==> config.mk <==
export PLATFORM = sky130hd
export DESIGN_NAME = ifu_pc_ctrl_flat
export DESIGN_NICKNAME = d
export VERILOG_FILES = /design/src/rtl/ifu_pc_ctrl_if.sv /design/src/rtl/ifu_pc_ctrl.sv /design/src/flat_wrapper.sv
export SDC_FILE = /design/constraint.sdc
export NUM_CORES = 1
export LEC_CHECK = 0
export BUFFER_PORTS_ARGS = -buffer_cell sky130_fd_sc_hd__buf_4
export CAP_MARGIN = 10
export CELL_PAD_IN_SITES_DETAIL_PLACEMENT = 0
export CELL_PAD_IN_SITES_GLOBAL_PLACEMENT = 1
export CORE_UTILIZATION = 35
export CTS_CLUSTER_DIAMETER = 60
export DETAILED_ROUTE_END_ITERATION = 10
export PLACE_DENSITY_LB_ADDON = 0.1
export SYNTH_ARGS = -nofsm -noshare
export SYNTH_HDL_FRONTEND = slang
export SYNTH_SLANG_ARGS = --single-unit
==> constraint.sdc <==
create_clock -name clk -period 3.5 [get_ports clk]
set_input_delay 0.35 -clock clk [delete_from_list [all_inputs] [get_ports clk]]
set_output_delay 0.35 -clock clk [all_outputs]
set_load 0.02 [all_outputs]
==> src/rtl/ifu_pc_ctrl_if.sv <==
// Signal bundle between the IFU PC controller (master) and its imem, decode,
// CSR and branch neighbours (slave).
interface ifu_pc_ctrl_if #(
  parameter int XLEN = 32
);
  logic            req_valid;
  logic            req_ready;
  logic [XLEN-1:0] req_addr;
  logic            resp_valid;
  logic [31:0]     resp_inst;
  logic            inst_valid;
  logic            inst_ready;
  logic [31:0]     inst;
  logic [XLEN-1:0] pc;
  logic            csr_trap;
  logic [XLEN-1:0] csr_pc;
  logic            br_taken;
  logic [XLEN-1:0] br_target;
  logic            flush;
  logic [XLEN-1:0] flush_pc;
  logic            misalign_err;

  modport master (
    output req_valid, req_addr, inst_valid, inst, pc, misalign_err,
    input  req_ready, resp_valid, resp_inst, inst_ready,
           csr_trap, csr_pc, br_taken, br_target, flush, flush_pc
  );

  modport slave (
    input  req_valid, req_addr, inst_valid, inst, pc, misalign_err,
    output req_ready, resp_valid, resp_inst, inst_ready,
           csr_trap, csr_pc, br_taken, br_target, flush, flush_pc
  );
endinterface

==> src/rtl/ifu_pc_ctrl.sv <==
// Instruction-fetch PC controller: one outstanding imem request, one instruction presented to decode.
// Define IFU_MISALIGN_CHECK_EN to trap misaligned next-PCs into a sticky ERR state.
module ifu_pc_ctrl #(
  parameter int              XLEN     = 32,
  parameter logic [XLEN-1:0] RESET_PC = 32'h8000_0000
) (
  input  logic          clk,
  input  logic          rst,
  ifu_pc_ctrl_if.master bus
);

  typedef enum logic [2:0] {
    IDLE = 3'd0,
    REQ  = 3'd1,
    WAIT = 3'd2,
    HOLD = 3'd3
`ifdef IFU_MISALIGN_CHECK_EN
    , ERR = 3'd4
`endif
  } state_t;

  state_t          state_q, state_d;
  logic [XLEN-1:0] pc_q, pc_d;
  logic [XLEN-1:0] req_addr_q, req_addr_d;
  logic            req_valid_q, req_valid_d;
  logic            inst_valid_q, inst_valid_d;
  logic [31:0]     inst_q, inst_d;
  logic            kill_q, kill_d;
`ifdef IFU_MISALIGN_CHECK_EN
  logic            err_q, err_d;
`endif
  logic [XLEN-1:0] retire_pc_d;
  logic [XLEN-1:0] launch_addr;
  logic            launch;

  function automatic logic [XLEN-1:0] sel_next_pc(
    input logic            trap,
    input logic [XLEN-1:0] trap_pc,
    input logic            br,
    input logic [XLEN-1:0] br_pc,
    input logic [XLEN-1:0] cur_pc
  );
    if (trap) return trap_pc;
    if (br)   return br_pc;
    return cur_pc + XLEN'(4);
  endfunction

  assign retire_pc_d = sel_next_pc(bus.csr_trap, bus.csr_pc, bus.br_taken,
                                   bus.br_target, pc_q);

  always_comb begin
    state_d      = state_q;
    pc_d         = pc_q;
    req_addr_d   = req_addr_q;
    req_valid_d  = req_valid_q;
    inst_valid_d = inst_valid_q;
    inst_d       = inst_q;
    kill_d       = kill_q;
`ifdef IFU_MISALIGN_CHECK_EN
    err_d        = err_q;
`endif
    launch       = 1'b0;
    launch_addr  = pc_q;

    case (state_q)
      IDLE: begin
        launch = 1'b1;
        if (bus.flush) begin
          pc_d        = bus.flush_pc;
          launch_addr = bus.flush_pc;
        end
      end

      // A flush here cannot cancel the request already on the bus, so its
      // response is marked for discard instead.
      REQ: begin
        if (bus.req_ready) begin
          req_valid_d = 1'b0;
          state_d     = WAIT;
        end
        if (bus.flush) begin
          pc_d   = bus.flush_pc;
          kill_d = 1'b1;
        end
      end

      WAIT: begin
        if (bus.resp_valid) begin
          if (bus.flush) begin
            pc_d        = bus.flush_pc;
            kill_d      = 1'b0;
            launch      = 1'b1;
            launch_addr = bus.flush_pc;
          end else if (kill_q) begin
            kill_d      = 1'b0;
            launch      = 1'b1;
            launch_addr = pc_q;
          end else begin
            inst_d       = bus.resp_inst;
            inst_valid_d = 1'b1;
            state_d      = HOLD;
          end
        end else if (bus.flush) begin
          pc_d   = bus.flush_pc;
          kill_d = 1'b1;
        end
      end

      HOLD: begin
        if (bus.flush) begin
          pc_d         = bus.flush_pc;
          inst_valid_d = 1'b0;
          launch       = 1'b1;
          launch_addr  = bus.flush_pc;
        end else if (bus.inst_ready) begin
          pc_d         = retire_pc_d;
          inst_valid_d = 1'b0;
          launch       = 1'b1;
          launch_addr  = retire_pc_d;
        end
      end

`ifdef IFU_MISALIGN_CHECK_EN
      ERR: begin
        if (bus.flush) begin
          pc_d        = bus.flush_pc;
          launch      = 1'b1;
          launch_addr = bus.flush_pc;
        end
      end
`endif

      default: state_d = IDLE;
    endcase

    // Every path toward a new fetch funnels through here so the alignment
    // check sees all next-PC sources alike.
    if (launch) begin
`ifdef IFU_MISALIGN_CHECK_EN
      if (launch_addr[1:0] != 2'b00) begin
        state_d     = ERR;
        req_valid_d = 1'b0;
        err_d       = 1'b1;
      end else begin
        state_d     = REQ;
        req_valid_d = 1'b1;
        req_addr_d  = launch_addr;
        err_d       = 1'b0;
      end
`else
      state_d     = REQ;
      req_valid_d = 1'b1;
      req_addr_d  = launch_addr;
`endif
    end
  end

  always_ff @(posedge clk or posedge rst) begin
    if (rst) begin
      state_q      <= IDLE;
      pc_q         <= RESET_PC;
      req_addr_q   <= RESET_PC;
      req_valid_q  <= 1'b0;
      inst_valid_q <= 1'b0;
      inst_q       <= '0;
      kill_q       <= 1'b0;
`ifdef IFU_MISALIGN_CHECK_EN
      err_q        <= 1'b0;
`endif
    end else begin
      state_q      <= state_d;
      pc_q         <= pc_d;
      req_addr_q   <= req_addr_d;
      req_valid_q  <= req_valid_d;
      inst_valid_q <= inst_valid_d;
      inst_q       <= inst_d;
      kill_q       <= kill_d;
`ifdef IFU_MISALIGN_CHECK_EN
      err_q        <= err_d;
`endif
    end
  end

  assign bus.req_valid  = req_valid_q;
  assign bus.req_addr   = req_addr_q;
  assign bus.inst_valid = inst_valid_q;
  assign bus.inst       = inst_q;
  assign bus.pc         = pc_q;
`ifdef IFU_MISALIGN_CHECK_EN
  assign bus.misalign_err = err_q;
`else
  assign bus.misalign_err = 1'b0;
`endif

endmodule

==> src/flat_wrapper.sv <==
// flat-port wrapper written by rule: the top's interface ports become plain ports
module ifu_pc_ctrl_flat 
#(
  parameter int              XLEN     = 32,
  parameter logic [XLEN-1:0] RESET_PC = 32'h8000_0000
)
  (clk, rst, bus_req_valid, bus_req_addr, bus_inst_valid, bus_inst, bus_pc, bus_misalign_err, bus_req_ready, bus_resp_valid, bus_resp_inst, bus_inst_ready, bus_csr_trap, bus_csr_pc, bus_br_taken, bus_br_target, bus_flush, bus_flush_pc);
  ifu_pc_ctrl_if #(.XLEN(XLEN)) bus_i ();
  input  logic clk;
  input  logic rst;
  output wire logic [$bits(bus_i.req_valid)-1:0] bus_req_valid;
  output wire logic [$bits(bus_i.req_addr)-1:0] bus_req_addr;
  output wire logic [$bits(bus_i.inst_valid)-1:0] bus_inst_valid;
  output wire logic [$bits(bus_i.inst)-1:0] bus_inst;
  output wire logic [$bits(bus_i.pc)-1:0] bus_pc;
  output wire logic [$bits(bus_i.misalign_err)-1:0] bus_misalign_err;
  input wire logic [$bits(bus_i.req_ready)-1:0] bus_req_ready;
  input wire logic [$bits(bus_i.resp_valid)-1:0] bus_resp_valid;
  input wire logic [$bits(bus_i.resp_inst)-1:0] bus_resp_inst;
  input wire logic [$bits(bus_i.inst_ready)-1:0] bus_inst_ready;
  input wire logic [$bits(bus_i.csr_trap)-1:0] bus_csr_trap;
  input wire logic [$bits(bus_i.csr_pc)-1:0] bus_csr_pc;
  input wire logic [$bits(bus_i.br_taken)-1:0] bus_br_taken;
  input wire logic [$bits(bus_i.br_target)-1:0] bus_br_target;
  input wire logic [$bits(bus_i.flush)-1:0] bus_flush;
  input wire logic [$bits(bus_i.flush_pc)-1:0] bus_flush_pc;
  assign bus_req_valid = bus_i.req_valid;
  assign bus_req_addr = bus_i.req_addr;
  assign bus_inst_valid = bus_i.inst_valid;
  assign bus_inst = bus_i.inst;
  assign bus_pc = bus_i.pc;
  assign bus_misalign_err = bus_i.misalign_err;
  assign bus_i.req_ready = bus_req_ready;
  assign bus_i.resp_valid = bus_resp_valid;
  assign bus_i.resp_inst = bus_resp_inst;
  assign bus_i.inst_ready = bus_inst_ready;
  assign bus_i.csr_trap = bus_csr_trap;
  assign bus_i.csr_pc = bus_csr_pc;
  assign bus_i.br_taken = bus_br_taken;
  assign bus_i.br_target = bus_br_target;
  assign bus_i.flush = bus_flush;
  assign bus_i.flush_pc = bus_flush_pc;
  ifu_pc_ctrl #(.XLEN(XLEN), .RESET_PC(RESET_PC)) u_core (.clk(clk), .rst(rst), .bus(bus_i));
endmodule
; ---- Word-level counts from Yosys, hierarchy flattened
; Cells that the tools add are included.
[op_classes]
addsub = 1
eq_ne = 12
muxes = 37
n_bitwise = 2
reduce_logical = 12
[ops]
columns = op, n
row1 = $mux 32, 8
row2 = $pmux 32 s3, 1
row3 = $pmux 32 s2, 1
row4 = $add 32x3->32 const B, 1
row5 = $mux 1, 18
row6 = $mux 3, 5
row7 = $reduce_and 5->1, 2
row8 = $reduce_bool 2->1, 5
row9 = $ne 3x2->1 const B, 3
row10 = $pmux 3 s3, 1
row11 = $eq 3x2->1 const B, 2
row12 = $ne 2x2->1 const B, 3
row13 = $ne 3x3->1 const B, 2
row14 = $pmux 1 s2, 2
row15 = $reduce_and 4->1, 1
row16 = $eq 3x1->1 const B, 1
row17 = $logic_not 3->1, 1
row18 = $pmux 1 s3, 1
row19 = $reduce_or 3->1, 1
row20 = $ne 2x1->1 const B, 1
row21 = $not 1->1, 2
row22 = $reduce_and 2->1, 1
row23 = $reduce_or 2->1, 1
[word_totals]
register_bits = 102
in_bits = 136
output_inout_bits = 99
elab_cells = 71

; ---- Logic depth before layout (Yosys ltp)
; Gate-level depths: netlist (run 1).
[depth]
word_depth = 7
ltp_mapped = 11
depth_no_buf = 8

; ---- Worst setup path after synthesis (run 1)
; OpenSTA, ideal clock, no wires.
[synth_timing]
kind = flip-flop to flip-flop
from = reg u_core.state_q[0]
to = reg u_core.inst_q[0] (netlist: u_core.bus.inst[0])
setup_time_ns = 0.125
t_arrival_ns = 2.187
required_ns = 3.375
setup_slack_ns = 1.188
stages_incl_launch_ff = 8
path_buffers = 2
synth_period_minus_slack_ns = 2.312
path_cell_list = dfrtp_1 > inv_1 > ha_1 > clkbuf_1 > nand2_1 > nor3_1 > clkbuf_1 > mux2_2
[synth_via]
elab_chain_len = 2
[synth_rtl]
columns = item, line_no
row1 = start: declaration, ifu_pc_ctrl.sv:22  ; state_t state_q, state_d;
row2 = start signal: assignment, ifu_pc_ctrl.sv:171  ; state_q <= state_d;
row3 = $eq 3x2->1, ifu_pc_ctrl.sv:65  ; case (state_q)
row4 = $reduce_and 4->1 (no line), n/a
row5 = end signal: assignment, ifu_pc_ctrl.sv:176  ; inst_q <= inst_d;
row6 = end: declaration, ifu_pc_ctrl.sv:27  ; logic [31:0] inst_q, inst_d;
; Every way passes these cells.
; A chain may end at the register's enable or synchronous reset.

; ---- Worst setup path after layout (run 1)
[layout_timing]
from = reg u_core.state_q[0]
to = reg u_core.req_addr_q[30] (netlist: u_core.bus.req_addr[30])
[layout_via]
elab_chain_len = 2
elab_cells_between_ends = 5
classes_between = eq/ne (2) / mux (2) / reduce/logical (1)
[layout_rtl]
columns = item, line_no
row1 = $eq 3x2->1 / $logic_not 3->1 (equally long branches), ifu_pc_ctrl.sv:65
row2 = $pmux 32 s3 / $pmux 1 s3 (equally long branches), ifu_pc_ctrl.sv:65
row3 = end signal: assignment, ifu_pc_ctrl.sv:173  ; req_addr_q <= req_addr_d;
row4 = end: declaration, ifu_pc_ctrl.sv:24  ; logic [XLEN-1:0] req_addr_q, req_addr_d;
; Parallel ways exist; a longest one is shown, timed or not.

==> flow_summary.yaml, run 1 <==
status:
  status: "finished clean"
yosys:
  syn_nets: 995
  synth_edf_count: 0
  avgSynthCellArea_um2: 8.24
  synth.ff_latch_count: 101
  netlist_top_cells_count: "dfrtp_1 (99), nor2_1 (92), a21oi_1 (75)"
  syn_inst: 853
  yosys.cell_count.top_type: "dfrtp_1"
  synth_top_area_share_pct: 35.2
  synth_largest_area_cell: "dfrtp_1"
  synth_area_leaders: "dfrtp_1 (35%), a21oi_1 (5.3%), mux2_2 (5.1%)"
  syn_area_mm2: 0.00703
  yosysWarnings: 0
  synth-main-ff-cell: "dfrtp_1"
  yosysSeqAreaShare_pct: 36.0
  synth_cell_types: 73
  async_reset_ff_share_pct: 100
setup_path:
  arrival_ns: 3.03
  end_kind: "flip-flop"
  critPathMaxFanout: 11
  crit_type: "reg -> reg"
  start_kind: "flip-flop"
  worstPathRequired_ns: 3.81
timing:
  fin_worst_skew_ns: 0.00904
  grt_setup_unrepaired: "false"
  slew_headroom_pct: 24.8
  timing.final.crit_period_ns: 2.72
  finalCritPeriodShare_pct: 77.8
  setup_viol: 0
  setup_tns_ns: 0
  hold_viol_final: 0
  fmax_mhz: 367
  drv_slew: 0
  worst_pin_slew_ns: 1.12
  whs_ns: 0.0881
die:
  core_mm2: 0.0196
  row_count: 51
  die_y_um: 144
  io_pins: 235
  start_util_pct: 35.9
  die_w_um: 144
  die-area_mm2: 0.0207
layout:
  antenna_cells: 0
  layout.cells.non_filler: 1322
  syn_to_final_growth_pct: 33.5
  drive_above_1_share_pct: 32.1
  fin_util_pct: 47.9
  nFillCells: 1953
  layout.nets: 1194
routing:
  wl_um: 29600
  vias: 7855
  wire_per_inst_um: 22.4
  vias_per_cell: 5.94
  first_pass_iters: 5
  drcViolationCount: 0
  drt_iter0_markers: 673
  ant_nets: 0
clocking:
  cts_buffer_depth: 2
  cts_made_buffers: 9
  clk_pin_slew_worst_paths_ns: 0.08
  cts_tree: "yes"
  htree_num_levels: 3
  post_cts_buffers: 0
  cts.sinks: 101
  postCtsHoldBufs: 0
  clk_latency_ns: 0.37
  post_cts_resized: 0
  clockRootBuffer: "clkbuf_16"
global_route:
  grt_start_max_net_pins: 54
  grt_pass1_wl_um: 44100
  grt_pass1_vias: 7375
  grt.overflow.total: 0
  grtUsageTotal_pct: 28.6
  antenna_found_initial: 0
pwr:
  leakage_nw: 4.19
  peakVddDrop_mv: 0.331
  power.density_mw_per_mm2: 915
placement:
  dpl.hpwl_um: 20900
  port_buffers: 233
  place.gp.congestion: 0.872
  dp.cells: 1306
flow_run:
  drv_cap: 0
worst_hold_path:
  min_path_type: "in -> async"
## power breakdown
group	leakage (nW)	internal (W)	total [W]	switching (W)
registers	1.25	0.00176	0.00244	0.000686
clock network	0.145	0.000511	0.00106	0.000551
logic	2.80	0.00209	0.00508	0.00299
total	4.19	0.00436	0.00859	0.00423
## metrics by stage
| stage | instance area, µm² | power, W | setup slack, ns |
|---|---|---|---|
| after floorplan | 7030 | 0.00537 | 0.506 |
| after global placement | 9080 | 0.00749 | 0.680 |
| after detailed placement | 9080 | 0.00750 | 0.645 |
| after CTS | 9380 | 0.00858 | 0.825 |
| after global routing | 9380 | 0.00912 | 0.653 |
| final | 9380 | 0.00859 | 0.776 |
## flip-flops by register name, indices dropped and copies added (netlist names)
signal	cells
u_core.bus.req_valid	1
u_core.bus.inst_valid	1
u_core.bus.inst	32
u_core.state_q	2
u_core.kill_q	1
u_core.bus.pc	32
u_core.bus.req_addr	32
## cell type report
type                            count  area, µm²  share of cell area, %
Clock inverter                      7       72.6                  0.773
Tap cell                          265        332                   3.53
Inverter                           29        111                   1.19
Clock buffer                        9        225                   2.40
Timing Repair Buffer              267       2030                   21.6
Sequential cell                   101       2530                   27.0
Multi-Input combinational cell    644       4080                   43.5
## cell families after synthesis
family	synth area share, %
other	0.0533
XOR/XNOR	1.62
AO/OA/AOI/OAI	30.7
buffers and inverters	6.03
flip-flops	36.0
multiplexers	6.27
adder cells (fa/ha/maj)	1.07
AND/OR/NAND/NOR	18.2
## critical path: stages (launching register included)
cell	delay, ns
dfrtp_1	0.45
inv_1	0.11
ha_1	0.38
nor2_1	0.11
o211ai_1	0.89
buf_4	0.36
a221oi_1	0.11
o21ai_1	0.11
o21a_1	0.13
## layer usage
metal	track usage (%)	up-vias	wire (µm)	share of wire, %
li1	-	3591	-	-
met1	39.2	3794	12500	42
met2	45.9	412	13800	47
met3	3.63	58	2450	8.3
met4	10.8	0	837	2.8
met5	0	-	0	0
## final timing paths
check,startpoint,endpoint,slack (ns),cells after the start
max,u_core.state_q[0],u_core.bus.req_addr[30],0.78,8
min in group clk,bus_resp_inst[22],u_core.bus.inst[22],0.21,2
min reg2reg,u_core.bus.req_valid,u_core.bus.req_valid,0.48,2
min,rst,u_core.bus.inst[15],0.09,2
max reg2reg,u_core.state_q[0],u_core.bus.req_addr[30],0.78,8
max in group asynchronous,rst,u_core.bus.pc[31],2.67,3
## placed cells by master (no fill, tap or decap), drive strengths merged, types with 14 or more instances in the layout
cell type and count:
a21oi 75, nand3 21, nand2 74, a221oi 22
mux2 32, nor2 92, dfrtp 99, nor3 15
o221ai 15, o22ai 18, inv 32, buf 267
a31oi 14, o21ai 62
Power figures use the tool's default switching activity.
==> inputs of run 2 (changes only) <==
Clock period 3.5 ns to 2.63 ns, I/O delays scaled along.
==> flow_summary.yaml, run 2 (synthesis gave the netlist of run 1 again) <==
status:
  status: "finished clean"
pwr:
  leakage_nw: 4.38
  power.density_mw_per_mm2: 1210
  peakVddDrop_mv: 0.469
clocking:
  clk_latency_ns: 0.37
  cts_buffer_depth: 2
  cts.sinks: 101
  cts_tree: "yes"
  post_cts_buffers: 0
  clk_pin_slew_worst_paths_ns: 0.08
  cts_made_buffers: 9
  htree_num_levels: 3
  postCtsHoldBufs: 0
  clockRootBuffer: "clkbuf_16"
routing:
  vias: 7985
  ant_nets: 0
  vias_per_cell: 5.87
  first_pass_iters: 5
  drt_iter0_markers: 860
  drcViolationCount: 0
  wire_per_inst_um: 22.1
  wl_um: 30100
layout:
  layout_common_cells: "buf_4 (300), dfrtp_1 (99), nor2_1 (92)"
  drive_above_1_share_pct: 34.5
  final_common_cell: "buf_4"
  design_area_mm2: 0.00970
  fin_util_pct: 49.5
  layout.cells.non_filler: 1360
  layout.nets: 1231
  syn_to_final_growth_pct: 37.9
placement:
  place.gp.congestion: 0.891
  port_buffers: 233
  dpl.hpwl_um: 21800
  dp.cells: 1343
  placed_cell_area_mm2: 0.00939
timing:
  hold_viol_final: 0
  timing.final.crit_period_ns: 2.45
  finalCritPeriodShare_pct: 93.2
  fmax_mhz: 408
  slew_headroom_pct: 33.4
  drv_slew: 0
  setup_tns_ns: 0
  worst_pin_slew_ns: 0.992
  fin_worst_skew_ns: 0.00926
  grt_setup_unrepaired: "false"
  setup_viol: 0
die:
  core_mm2: 0.0196
  start_util_pct: 35.9
  io_pins: 235
  die_w_um: 144
  row_count: 51
  die-area_mm2: 0.0207
  die_y_um: 144
setup_path:
  end_kind: "flip-flop"
  start_kind: "flip-flop"
  critPathMaxFanout: 15
  crit_type: "reg -> reg"
  worstPathRequired_ns: 2.94
  arrival_ns: 2.76
global_route:
  grt_pass1_vias: 7344
  grt_pass1_wl_um: 44600
  grt.overflow.total: 0
  grtUsageTotal_pct: 29.3
  grt_start_max_net_pins: 58
  antenna_found_initial: 1
worst_hold_path:
  min_path_type: "in -> async"
flow_run:
  drv_cap: 0
==> run 2: cell types whose count changed in the layout (fill, tap and decap cells not counted), sizes merged <==
cell	before	now
clkinvlp	1	2
inv	32	31
buf	267	304
diode	0	1
==> run 2: area by class of cell <==
class | instances | area, µm²
repair buffers | 304 | 2330
multi-input cells | 644 | 4090
flip-flops and latches | 101 | 2530
inverters | 29 | 113
fillers | 1978 | 9890
clock inverters | 7 | 72.6
clock buffers | 9 | 225
diodes | 1 | 2.50
well taps | 265 | 332
==> run 2: what timing repair did <==
item / CTS / global route
hold endpoints to repair: 0 / 0
setup endpoints to repair: 0 / 1
gates resized for setup: 0 / 1
==> run 2: through the flow <==
step / total power, W / setup WS (ns) / hold slack (ns)
after global placement: 0.0102 / 0.199 / 0.466
after detailed placement: 0.0103 / 0.208 / 0.476
final: 0.0117 / 0.180 / 0.0780
after floorplan: 0.00715 / 0.318 / 0.402
after CTS: 0.0117 / 0.184 / 0.0958
after global routing: 0.0125 / 0.0391 / 0.117
==> run 2: where the power goes <==
| part | internal, W | total (W) | switching [W] |
|---|---|---|---|
| sequential | 0.00234 | 0.00308 | 0.000732 |
| clock | 0.000680 | 0.00141 | 0.000734 |
| combinational | 0.00300 | 0.00722 | 0.00422 |
==> run 2: path summary, 6_finish.rpt <==
kind                                              start                      end  slack (ns)  cells after the start
worst max-delay path                  u_core.state_q[1]  u_core.bus.req_addr[29]        0.18                     10
max in group asynchronous                           rst  u_core.bus.req_addr[15]        1.93                      3
worst min-delay path                                rst      u_core.bus.inst[18]        0.08                      3
worst min register to register  u_core.bus.req_addr[13]  u_core.bus.req_addr[13]        0.49                      2
worst max register to register        u_core.state_q[1]  u_core.bus.req_addr[29]        0.18                     10
min in group clk                       bus_resp_inst[4]       u_core.bus.inst[4]        0.12                      2
==> run 2: worst max-delay path: stages (launching register included) <==
cell,delay (ns)
dfrtp_1,0.44
inv_1,0.12
ha_1,0.36
buf_4,0.33
inv_1,0.09
o211ai_1,0.23
buf_4,0.30
a21oi_1,0.05
and3_1,0.17
o21ai_0,0.15
a22o_1,0.14
==> run 2: metal layers <==
| layer | vias up | global-route usage, % | part of all wire [%] |
|---|---|---|---|
| met2 | 445 | 45.9 | 46 |
| li1 | 3672 | - | - |
| met4 | 0 | 9.29 | 2.3 |
| met5 | - | 0 | 0 |
| met3 | 40 | 4.20 | 8.4 |
| met1 | 3828 | 41.3 | 44 |
